File: src/rtl/ula_pkg.sv
// Shared opcodes, FSM states and flag bundle for the ula_seq_param ALU.
package ula_pkg;

  localparam logic [2:0] OP_AND  = 3'b000;
  localparam logic [2:0] OP_OR   = 3'b001;
  localparam logic [2:0] OP_NOT  = 3'b010;
  localparam logic [2:0] OP_NAND = 3'b011;
  localparam logic [2:0] OP_SOMA = 3'b100;
  localparam logic [2:0] OP_SUB  = 3'b101;
  localparam logic [2:0] OP_MUL  = 3'b110;
  localparam logic [2:0] OP_INV  = 3'b111;

  typedef enum logic {
    ESTADO_OCIOSO     = 1'b0,
    ESTADO_MULTIPLICA = 1'b1
  } estado_t;

  typedef struct packed {
    logic carry;
    logic zero;
    logic negativo;
    logic overflow;
    logic erro;
  } flags_t;

  // Signed overflow of a two's-complement add: same input signs, different result sign.
  function automatic logic ovf_soma(input logic sa, input logic sb, input logic sr);
    return (sa == sb) && (sr != sa);
  endfunction

  function automatic logic ovf_sub(input logic sa, input logic sb, input logic sr);
    return (sa != sb) && (sr != sa);
  endfunction

endpackage

File: src/rtl/ula_mult_serial.sv
// Shift-add unsigned multiplier: LARGURA steps after start, done on the last step.
module ula_mult_serial #(
  parameter int LARGURA = 12
) (
  input  logic                   clk,
  input  logic                   rst,
  input  logic                   start_i,
  input  logic [LARGURA-1:0]     multiplicando_i,
  input  logic [LARGURA-1:0]     multiplicador_i,
  output logic                   done_o,
  output logic [2*LARGURA-1:0]   produto_o
);

  localparam int CW = $clog2(LARGURA);

  logic [2*LARGURA-1:0] mcand_q;
  logic [2*LARGURA-1:0] prod_q;
  logic [2*LARGURA-1:0] parcela;
  logic [LARGURA-1:0]   mplier_q;
  logic [CW-1:0]        passo_q;
  logic                 ocupado_q;

  assign parcela   = mplier_q[0] ? mcand_q : '0;
  // produto_o already includes the current step, so it is final while done_o is high
  assign produto_o = prod_q + parcela;
  assign done_o    = ocupado_q && (passo_q == CW'(LARGURA - 1));

  always_ff @(posedge clk or posedge rst) begin
    if (rst) begin
      mcand_q   <= '0;
      prod_q    <= '0;
      mplier_q  <= '0;
      passo_q   <= '0;
      ocupado_q <= 1'b0;
    end else if (start_i) begin
      mcand_q   <= {{LARGURA{1'b0}}, multiplicando_i};
      prod_q    <= '0;
      mplier_q  <= multiplicador_i;
      passo_q   <= '0;
      ocupado_q <= 1'b1;
    end else if (ocupado_q) begin
      prod_q   <= produto_o;
      mcand_q  <= mcand_q << 1;
      mplier_q <= mplier_q >> 1;
      passo_q  <= passo_q + CW'(1);
      if (done_o) ocupado_q <= 1'b0;
    end
  end

endmodule

File: src/rtl/ula_seq_param.sv
// Sequential parametrised ALU with valid/ready input, registered flags and serial MUL.
// Optional accumulator operand enabled by defining ULA_ACUMULADOR_EN.
module ula_seq_param
  import ula_pkg::*;
#(
  parameter int LARGURA = 12
) (
  input  logic               clk,
  input  logic               rst,
  input  logic               valido_in,
  output logic               pronto_out,
  input  logic [LARGURA-1:0] A,
  input  logic [LARGURA-1:0] B,
  input  logic               carry_in,
  input  logic [2:0]         seletor,
`ifdef ULA_ACUMULADOR_EN
  input  logic               usa_acc,
`endif
  output logic [LARGURA-1:0] resultado,
  output logic               carry_out,
  output logic               zero,
  output logic               negativo,
  output logic               overflow,
  output logic               erro,
  output logic               valido_out
);

  estado_t              estado_q;
  logic [LARGURA-1:0]   res_q, res_d;
  flags_t               flags_q, flags_d;
  logic                 valido_q, pronto_q;
  logic                 aceita, inicia_mul, mul_done;
  logic [LARGURA-1:0]   op_a;
  logic [LARGURA:0]     soma, dif;
  logic [2*LARGURA-1:0] produto;

`ifdef ULA_ACUMULADOR_EN
  logic [LARGURA-1:0] acc_q;
  assign op_a = usa_acc ? acc_q : A;
`else
  assign op_a = A;
`endif

  assign aceita     = valido_in && pronto_q;
  assign inicia_mul = aceita && (seletor == OP_MUL);

  assign soma = {1'b0, op_a} + {1'b0, B} + {{LARGURA{1'b0}}, carry_in};
  // Bit LARGURA of the difference is the unsigned borrow
  assign dif  = {1'b0, op_a} - {1'b0, B} - {{LARGURA{1'b0}}, carry_in};

  ula_mult_serial #(.LARGURA(LARGURA)) u_mult (
    .clk             (clk),
    .rst             (rst),
    .start_i         (inicia_mul),
    .multiplicando_i (op_a),
    .multiplicador_i (B),
    .done_o          (mul_done),
    .produto_o       (produto)
  );

  always_comb begin
    res_d   = '0;
    flags_d = '0;
    if (estado_q == ESTADO_MULTIPLICA) begin
      res_d            = produto[LARGURA-1:0];
      flags_d.overflow = |produto[2*LARGURA-1:LARGURA];
    end else begin
      case (seletor)
        OP_AND:  res_d = op_a & B;
        OP_OR:   res_d = op_a | B;
        OP_NOT:  res_d = ~op_a;
        OP_NAND: res_d = ~(op_a & B);
        OP_SOMA: begin
          res_d            = soma[LARGURA-1:0];
          flags_d.carry    = soma[LARGURA];
          flags_d.overflow = ovf_soma(op_a[LARGURA-1], B[LARGURA-1], soma[LARGURA-1]);
        end
        OP_SUB: begin
          res_d            = dif[LARGURA-1:0];
          flags_d.carry    = dif[LARGURA];
          flags_d.overflow = ovf_sub(op_a[LARGURA-1], B[LARGURA-1], dif[LARGURA-1]);
        end
        OP_MUL:  res_d = '0;
        default: flags_d.erro = 1'b1;
      endcase
    end
    flags_d.zero     = (res_d == '0);
    flags_d.negativo = res_d[LARGURA-1];
  end

  always_ff @(posedge clk or posedge rst) begin
    if (rst) begin
      estado_q <= ESTADO_OCIOSO;
      res_q    <= '0;
      flags_q  <= '0;
      valido_q <= 1'b0;
      pronto_q <= 1'b1;
`ifdef ULA_ACUMULADOR_EN
      acc_q    <= '0;
`endif
    end else begin
      valido_q <= 1'b0;
      case (estado_q)
        ESTADO_OCIOSO: begin
          if (aceita) begin
            if (seletor == OP_MUL) begin
              estado_q <= ESTADO_MULTIPLICA;
              pronto_q <= 1'b0;
            end else begin
              res_q    <= res_d;
              flags_q  <= flags_d;
              valido_q <= 1'b1;
`ifdef ULA_ACUMULADOR_EN
              acc_q    <= res_d;
`endif
            end
          end
        end
        ESTADO_MULTIPLICA: begin
          if (mul_done) begin
            res_q    <= res_d;
            flags_q  <= flags_d;
            valido_q <= 1'b1;
            pronto_q <= 1'b1;
            estado_q <= ESTADO_OCIOSO;
`ifdef ULA_ACUMULADOR_EN
            acc_q    <= res_d;
`endif
          end
        end
        default: estado_q <= ESTADO_OCIOSO;
      endcase
    end
  end

  assign resultado  = res_q;
  assign carry_out  = flags_q.carry;
  assign zero       = flags_q.zero;
  assign negativo   = flags_q.negativo;
  assign overflow   = flags_q.overflow;
  assign erro       = flags_q.erro;
  assign valido_out = valido_q;
  assign pronto_out = pronto_q;

endmodule

File: config.mk
export PLATFORM = sky130hd
export DESIGN_NAME = ula_seq_param
export DESIGN_NICKNAME = d
export VERILOG_FILES = /design/src/rtl/ula_pkg.sv /design/src/rtl/ula_mult_serial.sv /design/src/rtl/ula_seq_param.sv
export SDC_FILE = /design/constraint.sdc
export NUM_CORES = 1
export LEC_CHECK = 0
export CAP_MARGIN = 20
export CORE_MARGIN = 2
export CORE_UTILIZATION = 60
export CTS_BUF_LIST = sky130_fd_sc_hd__clkbuf_4
export DETAILED_ROUTE_END_ITERATION = 12
export DONT_BUFFER_PORTS = 1
export PLACE_DENSITY = 0.76
export SYNTH_ARGS = -nofsm -noshare
export SYNTH_HDL_FRONTEND = slang
export SYNTH_SLANG_ARGS = --single-unit
File: constraint.sdc
create_clock -name clk -period 5.55 [get_ports clk]
set_input_delay 1.11 -clock clk [delete_from_list [all_inputs] [get_ports clk]]
set_output_delay 1.11 -clock clk [all_outputs]
set_load 0.01 [all_outputs]
==> metrics <==
status finished with violations; failing checks DRC; crit-path cells nand2_1, inv_1, ha_1, a21o_1, and4_1, o31ai_4, o211ai_2, a221oi_1, xnor2_1, or4b_1, nor4_2, a21oi_1; crit path kind reg -> reg; number of post-CTS setup repair buffers 0; Worst Tran Pin Value 1.077 ns; register area share after synthesis 29.43%; TritonRoute pass-1 iters 10; Max Clock Freq 273.5 MHz; FP Rows 39; crit start category register; first-pass GRT wire length 27.92 mm; area delta synth->final 3.099%; largest net degree at the start of global routing 84; setup TNS 0 ns; CTS Buf Count 9; GRT overflow 0; total routed wirelength 16.90 mm; GPL Wtd Cong 0.9659; Layout Skew 0.01949 ns; Slew Limit Fails 0; cell taking the most area after synthesis dfrtp_1; Vias/cell 6.254; Post-DP HPWL 12.54 mm; overall routing resource usage 27.09%; post-route ant nets 0; PwrDens 166.3 mW/mm2; H-tree depth 3; clock slew at reported path FFs 0.14 ns; CP Capture Type register; P_leak 3.295 nW; WHS 0.5460 ns; Ant. Diodes 0; Synth top area share 29.06%; Sink Count 84; Final Hold Vio Count 0; Die Footprint 0.01280 mm2; DR iter-0 viols 441; post-cts sizing count 0; CTS max path bufs 2; Layout Nets 902; Peak VDD IR 150.2 uV; Worst Hold Class reg -> reg; Critical Path RT 5.90 ns; Core Area 0.01152 mm2; Critical Path AT 4.00 ns; Post-synth ARST share 100.0%; share of cells above drive strength 1 5.993%; CP delay by family, top simple AND/OR/NAND/NOR gates; via count 5904; Synth Net Count 923; Synth Instances 817; post-synthesis cell area 0.007147 mm2; PortBufs 0; TritonCTS clock tree built; Yosys reg bits 84; clk root buf clkbuf_4; synth warn 0; Initial Utilization 62.06%; Avg Cell Area, Syn 8.748 um2; I/O pin count 50; vias in the first global route 5599; Die H 113.1 um; number of antenna violations at the first check in global routing 0; Clock Latency Late Sink 0.46 ns; Post-CTS Hold Buffers 0; Max-Slew Margin vs Limit 28.19%; fin crit period 3.656 ns; Crit path largest cell delay 0.83 ns; Max Cap Viol 0; synth unique cells 76; RSZ-0062 raised after global routing no; CP max FO 25; routed length per placed instance 17.90 um; top cells by area, synth dfrtp_1 (29%), ha_1 (12%), mux2i_1 (9.9%); final setup vio count 0; chip width 113.1 um; Post-route DRC 6; CP max-delay cell dfrtp_1; CP bufs+invs 1; fin crit share 65.87%; Main synth FF type dfrtp_1; Post-synth EDFFs 0
## worst reg2reg max path, stage by stage, from the launching register on
cell and delay (ns):
dfrtp_1 0.83, nand2_1 0.21, inv_1 0.11, ha_1 0.23, a21o_1 0.20, and4_1 0.28
o31ai_4 0.26, o211ai_2 0.16, a221oi_1 0.34, xnor2_1 0.19, or4b_1 0.50, nor4_2 0.16
a21oi_1 0.09
## per-layer routing
metal	track usage (%)	part of all wire, %	up-vias
met5	0	0	-
met1	39.87	47	2836
met4	7.398	1.7	0
met2	40.60	43	191
met3	5.678	8.1	23
li1	-	-	2854
## layout make-up
cell class                 instances  area (um2)
timing repair buffer               6       45.04
sequential                        84        2107
clock buffer                       9       67.56
clock inverter                     7       76.32
multi-input combinational        640        4686
inverter                          55       207.7
tap                              143       178.9
fill                             958        4148
## registers in the layout, summed over array words and instances (netlist names)
name / flops
u_mult.mcand_q: 24
u_mult.prod_q: 24
resultado: 12
u_mult.mplier_q: 12
u_mult.passo_q: 4
carry_out: 1
erro: 1
estado_q: 1
overflow: 1
pronto_out: 1
u_mult.ocupado_q: 1
valido_out: 1
zero: 1
## path summary, 6_finish.rpt
check                      cells after the start  slack [ns]           startpoint             endpoint
max                                           12        1.89   u_mult.mplier_q[0]             overflow
min                                            2        0.55  u_mult.mplier_q[11]  u_mult.mplier_q[11]
max reg2reg                                   12        1.89   u_mult.mplier_q[0]             overflow
min in group asynchronous                      1        0.60                  rst    u_mult.prod_q[15]
max in group asynchronous                      2        3.92                  rst            carry_out
min reg2reg                                    2        0.55  u_mult.mplier_q[11]  u_mult.mplier_q[11]
## through the flow
| step | cells | area (um2) | setup WS [ns] | util [%] | power, mW |
|---|---|---|---|---|---|
| floorplan | 817 | 7147 | 1.885 | - | 0.8220 |
| global placement | 928 | 7224 | 1.631 | 62.73 | 0.8521 |
| detailed placement | 928 | 7224 | 1.598 | 62.73 | 0.8593 |
| CTS | 944 | 7368 | 1.898 | 63.98 | 1.234 |
| global route | 944 | 7368 | 1.562 | 63.98 | 1.285 |
| finish | 944 | 7368 | 1.894 | 63.98 | 1.225 |
## synthesized netlist by cell type (4+ instances only)
| cell type | n |
|---|---|
| o21bai_1 | 4 |
| nand2_1 | 67 |
| buf_1 | 7 |
| nand2b_1 | 7 |
| xor2_1 | 18 |
| clkbuf_1 | 22 |
| a21oi_1 | 42 |
| and3_1 | 7 |
| inv_1 | 53 |
| nand4_1 | 6 |
| o211ai_1 | 6 |
| nand3_1 | 15 |
| xnor2_1 | 23 |
| a31oi_1 | 5 |
| nor3_1 | 19 |
| fa_1 | 5 |
| a221oi_1 | 8 |
| ha_1 | 70 |
| nor2b_1 | 7 |
| mux2i_1 | 71 |
| and2_1 | 25 |
| nor2_1 | 81 |
| a21o_1 | 20 |
| or3_1 | 5 |
| o21ai_0 | 43 |
| o21a_1 | 7 |
| a211oi_1 | 5 |
| dfrtp_1 | 83 |
| buf_2 | 8 |
## cell families (layout without fill, tap and decap cells)
group,count (synthesis),after routing,synth area share (%)
buf+inv,93,77,5.077
flops,84,84,29.43
simple gates,259,259,17.30
compound gates,190,190,18.79
mux,75,75,10.73
xor+xnor,41,41,5.024
fa+ha+maj,75,75,13.66
## layout by cell type, fill, tap and decap left out, drive strengths merged, types with 4 or more instances in the layout
| master | instances |
|---|---|
| clkinv | 5 |
| clkbuf | 9 |
| xnor2 | 23 |
| nor2 | 81 |
| o21a | 7 |
| o211ai | 8 |
| ha | 70 |
| mux2i | 71 |
| xor2 | 18 |
| nand3 | 15 |
| nor3 | 19 |
| nor4 | 4 |
| inv | 54 |
| o21ai | 46 |
| and2 | 27 |
| a31oi | 5 |
| o31ai | 5 |
| a21o | 20 |
| o21bai | 4 |
| nand2 | 68 |
| nand2b | 7 |
| dfrtp | 83 |
| a211oi | 5 |
| nor2b | 7 |
| nand4 | 6 |
| a221oi | 9 |
| fa | 5 |
| or3 | 5 |
| a21oi | 45 |
| and3 | 7 |
| buf | 6 |
## where the power goes
group	internal, mW	total, mW	switching [mW]
sequential	0.612	0.612	0
combinational	0.101	0.240	0.140
clock	0.139	0.373	0.233
total	0.852	1.23	0.373
No activity file was read; power rests on OpenSTA's default activity.
